[src/rtl/spi_pkg.sv]
// Shared definitions for the SPI byte master: FSM state encoding and SPI mode constants.
package spi_pkg;

  typedef enum logic [1:0] {
    ST_IDLE  = 2'd0,
    ST_SETUP = 2'd1,
    ST_SHIFT = 2'd2,
    ST_HOLD  = 2'd3
  } state_t;

  // Mode 0: sclk idles low, data sampled on the rising edge.
  localparam logic SPI_CPOL = 1'b0;
  localparam logic SPI_CPHA = 1'b0;

endpackage

[src/rtl/spi_byte_master_if.sv]
// Parallel word interface between the core and the SPI byte master.
interface spi_byte_master_if #(
  parameter int WIDTH = 8
) ();

  logic             tx_valid;
  logic             tx_ready;
  logic [WIDTH-1:0] tx_data;
  logic             rx_valid;
  logic [WIDTH-1:0] rx_data;
  logic             busy;

  modport master (
    output tx_valid,
    output tx_data,
    input  tx_ready,
    input  rx_valid,
    input  rx_data,
    input  busy
  );

  modport slave (
    input  tx_valid,
    input  tx_data,
    output tx_ready,
    output rx_valid,
    output rx_data,
    output busy
  );

endinterface

[src/rtl/spi_sclk_gen.sv]
// Half-period divider for the SPI master: phase_end every CLK_DIV cycles while enabled,
// plus rise/fall strobes that alternate during the shift phase.
module spi_sclk_gen #(
  parameter int CLK_DIV = 2
) (
  input  logic clk,
  input  logic rst,
  input  logic en,
  input  logic shift,
  output logic phase_end,
  output logic rise,
  output logic fall
);

  localparam int CNT_W = $clog2(CLK_DIV + 1);

  logic [CNT_W-1:0] cnt_r;
  logic             phase_r;

  assign phase_end = en && (cnt_r == CNT_W'(CLK_DIV - 1));
  assign rise      = phase_end && shift && !phase_r;
  assign fall      = phase_end && shift && phase_r;

  // Divider counter and sclk phase tracker; phase_r mirrors the level sclk is about to leave.
  always_ff @(posedge clk) begin
    if (rst) begin
      cnt_r   <= '0;
      phase_r <= 1'b0;
    end else if (!en) begin
      cnt_r   <= '0;
      phase_r <= 1'b0;
    end else if (phase_end) begin
      cnt_r   <= '0;
      phase_r <= shift ? !phase_r : 1'b0;
    end else begin
      cnt_r   <= cnt_r + CNT_W'(1);
    end
  end

endmodule

[src/rtl/spi_byte_master.sv]
// SPI mode-0 master: one WIDTH-bit word per transaction, MSB first, with registered pin outputs.
module spi_byte_master
  import spi_pkg::*;
#(
  parameter int WIDTH   = 8,
  parameter int CLK_DIV = 2
) (
  input  logic               clk,
  input  logic               rst,
  spi_byte_master_if.slave   bus,
  output logic               sclk,
  output logic               mosi,
  input  logic               miso,
  output logic               cs_n
);

  localparam int BIT_W = $clog2(WIDTH + 1);

  state_t           state_r;
  logic [WIDTH-1:0] tx_shift_r;
  logic [WIDTH-1:0] rx_shift_r;
  logic [WIDTH-1:0] rx_data_r;
  logic [BIT_W-1:0] bit_cnt_r;
  logic             sclk_r;
  logic             mosi_r;
  logic             cs_n_r;
  logic             rx_valid_r;
  logic             tx_ready_r;
  logic             busy_r;

  logic             en_s;
  logic             shift_s;
  logic             last_bit_s;
  logic             phase_end_s;
  logic             rise_s;
  logic             fall_s;

  assign en_s       = (state_r != ST_IDLE);
  assign shift_s    = (state_r == ST_SHIFT);
  assign last_bit_s = (bit_cnt_r == BIT_W'(WIDTH - 1));

  spi_sclk_gen #(
    .CLK_DIV (CLK_DIV)
  ) u_sclk_gen (
    .clk       (clk),
    .rst       (rst),
    .en        (en_s),
    .shift     (shift_s),
    .phase_end (phase_end_s),
    .rise      (rise_s),
    .fall      (fall_s)
  );

  // Transaction FSM with shift registers and all pin/bus outputs registered.
  always_ff @(posedge clk) begin
    if (rst) begin
      state_r    <= ST_IDLE;
      tx_shift_r <= '0;
      rx_shift_r <= '0;
      rx_data_r  <= '0;
      bit_cnt_r  <= '0;
      sclk_r     <= SPI_CPOL;
      mosi_r     <= 1'b0;
      cs_n_r     <= 1'b1;
      rx_valid_r <= 1'b0;
      tx_ready_r <= 1'b1;
      busy_r     <= 1'b0;
    end else begin
      rx_valid_r <= 1'b0;
      case (state_r)
        ST_IDLE: begin
          if (bus.tx_valid && tx_ready_r) begin
            state_r    <= ST_SETUP;
            tx_shift_r <= bus.tx_data;
            mosi_r     <= bus.tx_data[WIDTH-1];
            cs_n_r     <= 1'b0;
            tx_ready_r <= 1'b0;
            busy_r     <= 1'b1;
            bit_cnt_r  <= '0;
          end
        end
        ST_SETUP: begin
          if (phase_end_s) begin
            state_r <= ST_SHIFT;
          end
        end
        ST_SHIFT: begin
          if (rise_s) begin
            sclk_r     <= 1'b1;
            rx_shift_r <= {rx_shift_r[WIDTH-2:0], miso};
          end else if (fall_s) begin
            sclk_r <= 1'b0;
            // The last falling edge leaves mosi on the final bit through HOLD.
            if (last_bit_s) begin
              state_r   <= ST_HOLD;
              bit_cnt_r <= '0;
            end else begin
              bit_cnt_r  <= bit_cnt_r + BIT_W'(1);
              tx_shift_r <= {tx_shift_r[WIDTH-2:0], 1'b0};
              mosi_r     <= tx_shift_r[WIDTH-2];
            end
          end
        end
        ST_HOLD: begin
          if (phase_end_s) begin
            state_r    <= ST_IDLE;
            cs_n_r     <= 1'b1;
            mosi_r     <= 1'b0;
            rx_valid_r <= 1'b1;
            rx_data_r  <= rx_shift_r;
            tx_ready_r <= 1'b1;
            busy_r     <= 1'b0;
          end
        end
        default: begin
          state_r <= ST_IDLE;
        end
      endcase
    end
  end

  assign sclk         = sclk_r;
  assign mosi         = mosi_r;
  assign cs_n         = cs_n_r;
  assign bus.tx_ready = tx_ready_r;
  assign bus.busy     = busy_r;
  assign bus.rx_valid = rx_valid_r;
  assign bus.rx_data  = rx_data_r;

endmodule

[src/flat_wrapper.sv]
// flat-port wrapper written by rule: the top's interface ports become plain ports
module spi_byte_master_flat import spi_pkg::*;
#(
  parameter int WIDTH   = 8,
  parameter int CLK_DIV = 2
)
  (clk, rst, sclk, mosi, miso, cs_n, bus_tx_valid, bus_tx_data, bus_tx_ready, bus_rx_valid, bus_rx_data, bus_busy);
  spi_byte_master_if #(.WIDTH(WIDTH)) bus_i ();
  input  logic clk;
  input  logic rst;
  output logic sclk;
  output logic mosi;
  input  logic miso;
  output logic cs_n;
  input wire logic [$bits(bus_i.tx_valid)-1:0] bus_tx_valid;
  input wire logic [$bits(bus_i.tx_data)-1:0] bus_tx_data;
  output wire logic [$bits(bus_i.tx_ready)-1:0] bus_tx_ready;
  output wire logic [$bits(bus_i.rx_valid)-1:0] bus_rx_valid;
  output wire logic [$bits(bus_i.rx_data)-1:0] bus_rx_data;
  output wire logic [$bits(bus_i.busy)-1:0] bus_busy;
  assign bus_i.tx_valid = bus_tx_valid;
  assign bus_i.tx_data = bus_tx_data;
  assign bus_tx_ready = bus_i.tx_ready;
  assign bus_rx_valid = bus_i.rx_valid;
  assign bus_rx_data = bus_i.rx_data;
  assign bus_busy = bus_i.busy;
  spi_byte_master #(.WIDTH(WIDTH), .CLK_DIV(CLK_DIV)) u_core (.clk(clk), .rst(rst), .bus(bus_i), .sclk(sclk), .mosi(mosi), .miso(miso), .cs_n(cs_n));
endmodule
[config.mk]
export PLATFORM = sky130hd
export DESIGN_NAME = spi_byte_master_flat
export DESIGN_NICKNAME = d
export VERILOG_FILES = /design/src/rtl/spi_pkg.sv /design/src/rtl/spi_byte_master_if.sv /design/src/rtl/spi_sclk_gen.sv /design/src/rtl/spi_byte_master.sv /design/src/flat_wrapper.sv
export SDC_FILE = /design/constraint.sdc
export NUM_CORES = 1
export LEC_CHECK = 0
export ABC_CLOCK_PERIOD_IN_PS = 4800
export CAP_MARGIN = 20
export CORE_MARGIN = 2
export CORE_UTILIZATION = 55
export CTS_BUF_LIST = sky130_fd_sc_hd__clkbuf_8
export CTS_CLUSTER_DIAMETER = 40
export CTS_CLUSTER_SIZE = 8
export DETAILED_ROUTE_END_ITERATION = 7
export GPL_TIMING_DRIVEN = 1
export PLACE_DENSITY = 0.83
export SLEW_MARGIN = 10
export SYNTH_ARGS = -nofsm -noshare
export SYNTH_HDL_FRONTEND = slang
export SYNTH_SLANG_ARGS = --single-unit
export TNS_END_PERCENT = 100
[constraint.sdc]
create_clock -name clk -period 4.8 [get_ports clk]
set_clock_uncertainty 0.2 [all_clocks]
set_input_delay 1.44 -clock clk [delete_from_list [all_inputs] [get_ports clk]]
set_output_delay 1.44 -clock clk [all_outputs]
set_load 0.05 [all_outputs]
# Word level (Yosys, flattened, before mapping)
# Cells that the tools add are included.
# W data, S select, Z words.
# totals
reg_bits	37
latch_bits	0
ram_bits	0
mem_bits_ro	0
input_bits	12
word_cells	83
n_memories	0
# op_classes
addsub	2
mul	0
div	0
order_cmp	0
n_eq_ne	12
n_shift	0
mux	32
n_bitwise	2
reduce_logical	23
# ops
cell	n
$mux W7	4
$mux W4	4
$pmux W7 S2	1
$mux W1	12
$mux W2	6
$reduce_and A6 Y1	2
$ne A2 B2 Y1 const B	4
$pmux W2 S4	1
$pmux W4 S2	1
$reduce_bool A2 Y1	4
$ne A2 B1 Y1 const B	3
$reduce_and A2 Y1	3
$logic_and A1 B1 Y1	5
$reduce_and A5 Y1	1
$add A4 B1 Y4 const B	1
$eq A2 B1 Y1 const B	2
$eq A2 B2 Y1 const B	2
$eq A4 B3 Y1 const B	1
$pmux W1 S2	2
$reduce_and A4 Y1	1
$reduce_or A2 Y1	2
$pmux W1 S3	1
$reduce_and A3 Y1	1
$reduce_bool A3 Y1	1
5 further kinds	6

# Longest topological paths before layout
# Gate-level depths: netlist of the first run.
# depth
ltp_word	7
ltp_mapped	8
mapped_depth_nobuf	6

# Cells and area by module
# Synthesis of the first run repeated with hierarchy kept, for this count alone.
# hier_totals
hier_cells	203
hier_area_um2	1790.5
# by_module_without_submodules
module	n_inst	cells_each	area_each_um2
spi_byte_master	1	186	1647.8
spi_sclk_gen	1	17	142.6

# Worst setup path after synthesis of the first run
# OpenSTA, ideal clock, no wires.
# synth_path
path_type	register to output
start	register u_core.cs_n_r, in the netlist u_core.cs_n
end	output cs_n
arrival_time_ps	966
slack_ps	2194
stages_incl_launch_ff	2
cell_sequence	dfxtp_1 -> buf_4
# synth_rtl
item	line	text
from (decl)	spi_byte_master.sv:26	logic cs_n_r;
from (signal assigned)	spi_byte_master.sv:64	cs_n_r <= 1'b1;
from (signal assigned)	spi_byte_master.sv:76	cs_n_r <= 1'b0;
from (signal assigned)	spi_byte_master.sv:107	cs_n_r <= 1'b1;
to (decl)	flat_wrapper.sv:14	output logic cs_n;
# No word-level cell between the ends.

==> impl_metrics.json, run 1 <==
{
  "setup_viol": 0,
  "grt_use_met3": 0.0502,
  "status": "finished, final reports clean",
  "initialDrtViolationCount": 50,
  "wl_per_cell_um": 13.8,
  "placedCellCount": 233,
  "die-area_um2": 3480,
  "portBuffers": 25,
  "ys_warn_count": 0,
  "grt_max_degree": 26,
  "synthFlopType": "dfxtp_1",
  "synthArstFlopShare": 0,
  "setup_tns_ps": 0,
  "syn_area_um2": 1660,
  "cts_buffers": 5,
  "postPlaceCellArea_um2": 1900,
  "cts_repair_resize_count": 0,
  "grt_antenna_before_repair": 0,
  "ys_ff_latch": 37,
  "required_ps": 3160,
  "path_clk_slew_ps": 70,
  "yosysTopAreaCellShare": 0.445,
  "die_h_um": 59.0,
  "grt_pass1_vias": 1329,
  "grt-ovfl-total": 0,
  "start_kind": "flip-flop",
  "reg2reg_depth": 6,
  "drive_above_1_share": 0.0861,
  "maxCapViolCount": 0,
  "cp_cell_sequence": "clkdlybuf4s50_1",
  "arrival_ps": 1540,
  "netlist_instances": 188,
  "crit_type": "flip-flop to primary output",
  "maxSlewHeadroom": 0.384,
  "fmax_mhz": 314,
  "cpLargestDelayFamily": "buffers and inverters",
  "p_per_area_nw_per_um2": 484,
  "regToRegSetupSlack_ps": 2280,
  "met2_usage": 0.363,
  "hold_viol": 0,
  "yosysSeqAreaShare": 0.445,
  "reg2reg_from": "u_core.state_r[0]$_SDFFE_PP0P_",
  "initial_core_util": 0.593,
  "hold_path.class": "flip-flop to flip-flop",
  "r2r_end": "u_core.tx_shift_r[0]$_SDFFE_PP0P_",
  "min_path_cells": 1,
  "top_usage_layer": "met2",
  "yosysTopAreaCell": "dfxtp_1",
  "nets": 228,
  "diodes": 0,
  "met1_usage": 0.258,
  "synthTopCellsByArea": "dfxtp_1, nand2_1, a21oi_1",
  "p_sw_frac": 0.362,
  "first_pass_iters": 4,
  "ant_nets": 0,
  "fp-row-count": 19,
  "path_buf_inv": 1,
  "crit_start": "u_core.cs_n$_SDFFE_PP1P_",
  "cts_max_path_buffers": 2,
  "dp_hpwl_um": 2390,
  "cp-end-kind": "primary output",
  "cellInternalPower_uw": 614,
  "vdd_drop_max_mv": 0.330,
  "p_seq_frac": 0.394,
  "clk_latency_ps": 270,
  "fin_area_um2": 1990,
  "total_power_uw": 962,
  "via_count": 1367,
  "numClockSinks": 37,
  "slowest_stage": "clkdlybuf4s50_1",
  "syn_nets": 207,
  "grt_pass1_wl_um": 5670,
  "p_switching_uw": 348,
  "yosysUniqueCellTypes": 42,
  "finalCriticalPeriod_ps": 3180,
  "syn_area_per_cell_um2": 8.85,
  "coreArea_um2": 2810,
  "slew_violations": 0,
  "cts_hold_buf": 0,
  "pwr-share-comb": 0.384,
  "ctsHtreeMaxLevel": 2,
  "final_cells": 240,
  "synth_edf_count": 0,
  "wirelength_um": 3310,
  "grtUsageTotal": 0.213,
  "power_frac_clock": 0.222,
  "min_to": "u_core.u_sclk_gen.cnt_r[0]$_SDFF_PP0_",
  "drc": 0,
  "die_x_um": 59.0,
  "clock-root-buffer": "clkbuf_8",
  "viasPerCell": 5.70,
  "p_leak_nw": 0.718,
  "post-route-period-util": 0.663,
  "area_growth_pct": 19.5,
  "tightest_slew_ps": 921,
  "post-cts-setup-buffers": 0,
  "cts_tree": "done",
  "yosysMostFrequentCell": "dfxtp_1",
  "crit_fanout": 6,
  "gp_congestion": 0.756,
  "min_from": "u_core.u_sclk_gen.cnt_r[0]$_SDFF_PP0_",
  "max_stage_delay_ps": 840,
  "io_pins": 26,
  "grt_setup_unrepaired": "false",
  "synth_common_cells": "dfxtp_1, nand2_1, a21oi_1"
}
[final cells by class]
| type | instances | area, um2 |
|---|---|---|
| Multi-Input combinational cell | 135 | 846 |
| Tap cell | 31 | 38.8 |
| Clock inverter | 1 | 7.51 |
| Sequential cell | 37 | 741 |
| Inverter | 4 | 15.0 |
| Timing Repair Buffer | 26 | 258 |
| Fill cell | 225 | 817 |
| Clock buffer | 6 | 82.6 |
[through the flow]
stage	hold WS, ps	setup WS, ps	util
6_report	229	1620	0.709
5_1_grt	249	1550	0.709
4_1_cts	232	1610	0.709
3_5_place_dp	222	1410	0.677
3_3_place_gp	213	1460	0.677
2_1_floorplan	205	2190	-
[state kept, by name, indices dropped and copies added (netlist names)]
name,flops
u_core.bus.busy,1
u_core.tx_shift_r,7
u_core.u_sclk_gen.phase_r,1
u_core.cs_n,1
u_core.u_sclk_gen.cnt_r,2
u_core.sclk,1
u_core.bit_cnt_r,4
u_core.state_r,2
u_core.bus.rx_valid,1
u_core.rx_shift_r,8
u_core.mosi,1
u_core.bus.rx_data,8
[metal layers]
layer | vias to the layer above | part of all wire
met2 | 35 | 0.52
li1 | 688 | -
met5 | - | 0
met4 | 0 | 0.0094
met1 | 640 | 0.44
met3 | 4 | 0.038
[power groups by stage]
stage	Combinational (mW)	Clock (mW)	Sequential (mW)
after floorplan	0.262	0	0.418
after CTS	0.371	0.219	0.379
after global placement	0.353	0	0.381
after global routing	0.401	0.231	0.385
final	0.369	0.214	0.379
after detailed placement	0.368	0	0.386
[worst max path at each step]
| stage | endpoint | slack, ps | cells past startpoint |
|---|---|---|---|
| after detailed placement | u_core.state_r[0]$_SDFFE_PP0P_ | 1410 | 4 |
| after global routing | bus_tx_ready | 1550 | 1 |
| after CTS | bus_tx_ready | 1610 | 1 |
| final | bus_tx_ready | 1620 | 1 |
| after global placement | u_core.state_r[1]$_SDFFE_PP0P_ | 1460 | 4 |
| after floorplan | cs_n | 2190 | 1 |
[layout by cell type, fill, tap and decap left out, types with 3 or more instances in the layout]
cell / n
a21oi_1: 23
inv_1: 4
clkdlybuf4s50_1: 25
nand2_1: 32
mux2i_1: 8
nor2_1: 14
a211oi_2: 4
clkbuf_8: 6
nor4_1: 3
nand2b_1: 3
dfxtp_1: 37
nand3_1: 11
ha_1: 7
[cells by family after synthesis]
| family | count (synthesis) | share of synthesized area |
|---|---|---|
| buffers and inverters | 16 | 0.0466 |
| muxes | 10 | 0.0617 |
| DFF | 37 | 0.445 |
| adders and majority gates | 7 | 0.0526 |
| and+or+nand+nor | 76 | 0.223 |
| AOI/OAI and AO/OA | 42 | 0.171 |
Note: power is estimated with default switching activity, not from simulation.
==> run 2: changes to the inputs <==
--- a/config.mk
+++ b/config.mk
@@ -5,16 +5,16 @@
 export SDC_FILE = /design/constraint.sdc
 export NUM_CORES = 1
 export LEC_CHECK = 0
-export ABC_CLOCK_PERIOD_IN_PS = 4800
+export ABC_CLOCK_PERIOD_IN_PS = 2900
 export CAP_MARGIN = 20
 export CORE_MARGIN = 2
-export CORE_UTILIZATION = 55
+export CORE_UTILIZATION = 50
 export CTS_BUF_LIST = sky130_fd_sc_hd__clkbuf_8
 export CTS_CLUSTER_DIAMETER = 40
 export CTS_CLUSTER_SIZE = 8
 export DETAILED_ROUTE_END_ITERATION = 7
 export GPL_TIMING_DRIVEN = 1
-export PLACE_DENSITY = 0.83
+export PLACE_DENSITY = 0.8
 export SLEW_MARGIN = 10
 export SYNTH_ARGS = -nofsm -noshare
 export SYNTH_HDL_FRONTEND = slang
==> constraint.sdc (replaced) <==
create_clock -name clk -period 2.9 [get_ports clk]
set_clock_uncertainty 0.2 [all_clocks]
set_input_delay 0.87 -clock clk [delete_from_list [all_inputs] [get_ports clk]]
set_output_delay 0.87 -clock clk [all_outputs]
set_load 0.05 [all_outputs]
==> impl_metrics.json, run 2 (synthesis results as in run 1) <==
{
  "ctsHtreeMaxLevel": 2,
  "layout_common_cells": "dfxtp_1, nand2_1, clkdlybuf4s50_1",
  "p_leak_nw": 0.730,
  "io_pins": 26,
  "die-area_um2": 3810,
  "required_ps": 1830,
  "nets": 230,
  "grt_antenna_before_repair": 0,
  "drc": 0,
  "cts_repair_resize_count": 0,
  "maxSlewHeadroom": 0.665,
  "slowest_stage": "clkdlybuf4s50_1",
  "cpLargestDelayFamily": "buffers and inverters",
  "start_kind": "flip-flop",
  "initialDrtViolationCount": 92,
  "clock-root-buffer": "clkbuf_8",
  "wl_per_cell_um": 12.8,
  "ant_nets": 0,
  "area_growth_pct": 20.8,
  "dp_hpwl_um": 2400,
  "slew_violations": 0,
  "drive_above_1_share": 0.0900,
  "via_count": 1354,
  "tightest_slew_ps": 503,
  "viasPerCell": 5.31,
  "hold_path.class": "flip-flop to flip-flop",
  "crit_fanout": 6,
  "post-cts-setup-buffers": 0,
  "grt_use_met3": 0.0580,
  "finalCriticalPeriod_ps": 2630,
  "layout_commonest_cell": "dfxtp_1",
  "cts_max_path_buffers": 2,
  "grt_max_degree": 25,
  "p_per_area_nw_per_um2": 790,
  "cp-end-kind": "primary output",
  "hold_viol": 0,
  "coreArea_um2": 3100,
  "grt_pass1_wl_um": 5470,
  "cts_hold_buf": 0,
  "path_buf_inv": 1,
  "setup_tns_ps": 0,
  "grt_pass1_vias": 1231,
  "first_pass_iters": 4,
  "crit_type": "flip-flop to primary output",
  "diodes": 0,
  "initial_core_util": 0.536,
  "met2_usage": 0.313,
  "grt-ovfl-total": 0,
  "post-route-period-util": 0.906,
  "vdd_drop_max_mv": 0.632,
  "path_clk_slew_ps": 70,
  "grt_setup_unrepaired": "false",
  "setup_viol": 0,
  "grtUsageTotal": 0.200,
  "cp_cell_sequence": "clkdlybuf4s50_1",
  "clk_latency_ps": 290,
  "arrival_ps": 1560,
  "die_x_um": 61.7,
  "fmax_mhz": 380,
  "total_power_mw": 1.59,
  "final_util": 0.648,
  "cts_buffers": 5,
  "cts_tree": "done",
  "max_stage_delay_ps": 840,
  "maxCapViolCount": 0,
  "fp-row-count": 20,
  "top_usage_layer": "met2",
  "die_h_um": 61.7,
  "numClockSinks": 37,
  "met1_usage": 0.254,
  "status": "finished, final reports clean",
  "wirelength_um": 3270,
  "gp_congestion": 0.809,
  "portBuffers": 25
}
run 2: final cells by class:
cell class	instances	area, um2
Fill cell	281	1090
Multi-Input combinational cell	135	846
Sequential cell	37	741
Timing Repair Buffer	28	273
Clock buffer	5	68.8
Tap cell	44	55.1
Inverter	4	15.0
Clock inverter	2	12.5
run 2: metal layers:
layer / vias up / wire length (um) / share of wire
met2: 28 / 1540 / 0.47
met5: - / 0 / 0
met4: 0 / 63 / 0.019
li1: 694 / - / -
met3: 5 / 138 / 0.042
met1: 627 / 1530 / 0.47
run 2: per-stage QoR:
stage               worst slack (ps)  instance area (um2)  hold WS, ps  cells
finish                           271                 2010          234    255
global route                     197                 2010          246    255
CTS                              260                 2010          237    255
detailed placement               369                 1930          226    248
global placement                 479                 1930          213    248
floorplan                        864                 1660          205    188
run 2: where the power goes:
group          internal (mW)  switching (mW)  leakage, nW  total [mW]
logic                  0.255           0.366        0.384       0.621
registers              0.579          0.0501        0.300       0.629
clock network          0.163           0.176       0.0454       0.339
run 2: worst paths after layout:
kind	start	end	slack, ps	depth (start not counted)
max	u_core.cs_n$_SDFFE_PP1P_	bus_tx_ready	270	1
max reg2reg	u_core.state_r[0]$_SDFFE_PP0P_	u_core.tx_shift_r[0]$_SDFFE_PP0P_	690	7
min reg2reg	u_core.u_sclk_gen.cnt_r[0]$_SDFF_PP0_	u_core.u_sclk_gen.cnt_r[0]$_SDFF_PP0_	230	1
min	u_core.u_sclk_gen.cnt_r[0]$_SDFF_PP0_	u_core.u_sclk_gen.cnt_r[0]$_SDFF_PP0_	230	1
==> run 3: changes to the inputs <==
--- a/config.mk
+++ b/config.mk
@@ -19,4 +19,3 @@
 export SYNTH_ARGS = -nofsm -noshare
 export SYNTH_HDL_FRONTEND = slang
 export SYNTH_SLANG_ARGS = --single-unit
-export TNS_END_PERCENT = 100
==> results of run 3 <==
Same layout as run 2: the final DEF is identical, and so are final timing and power.
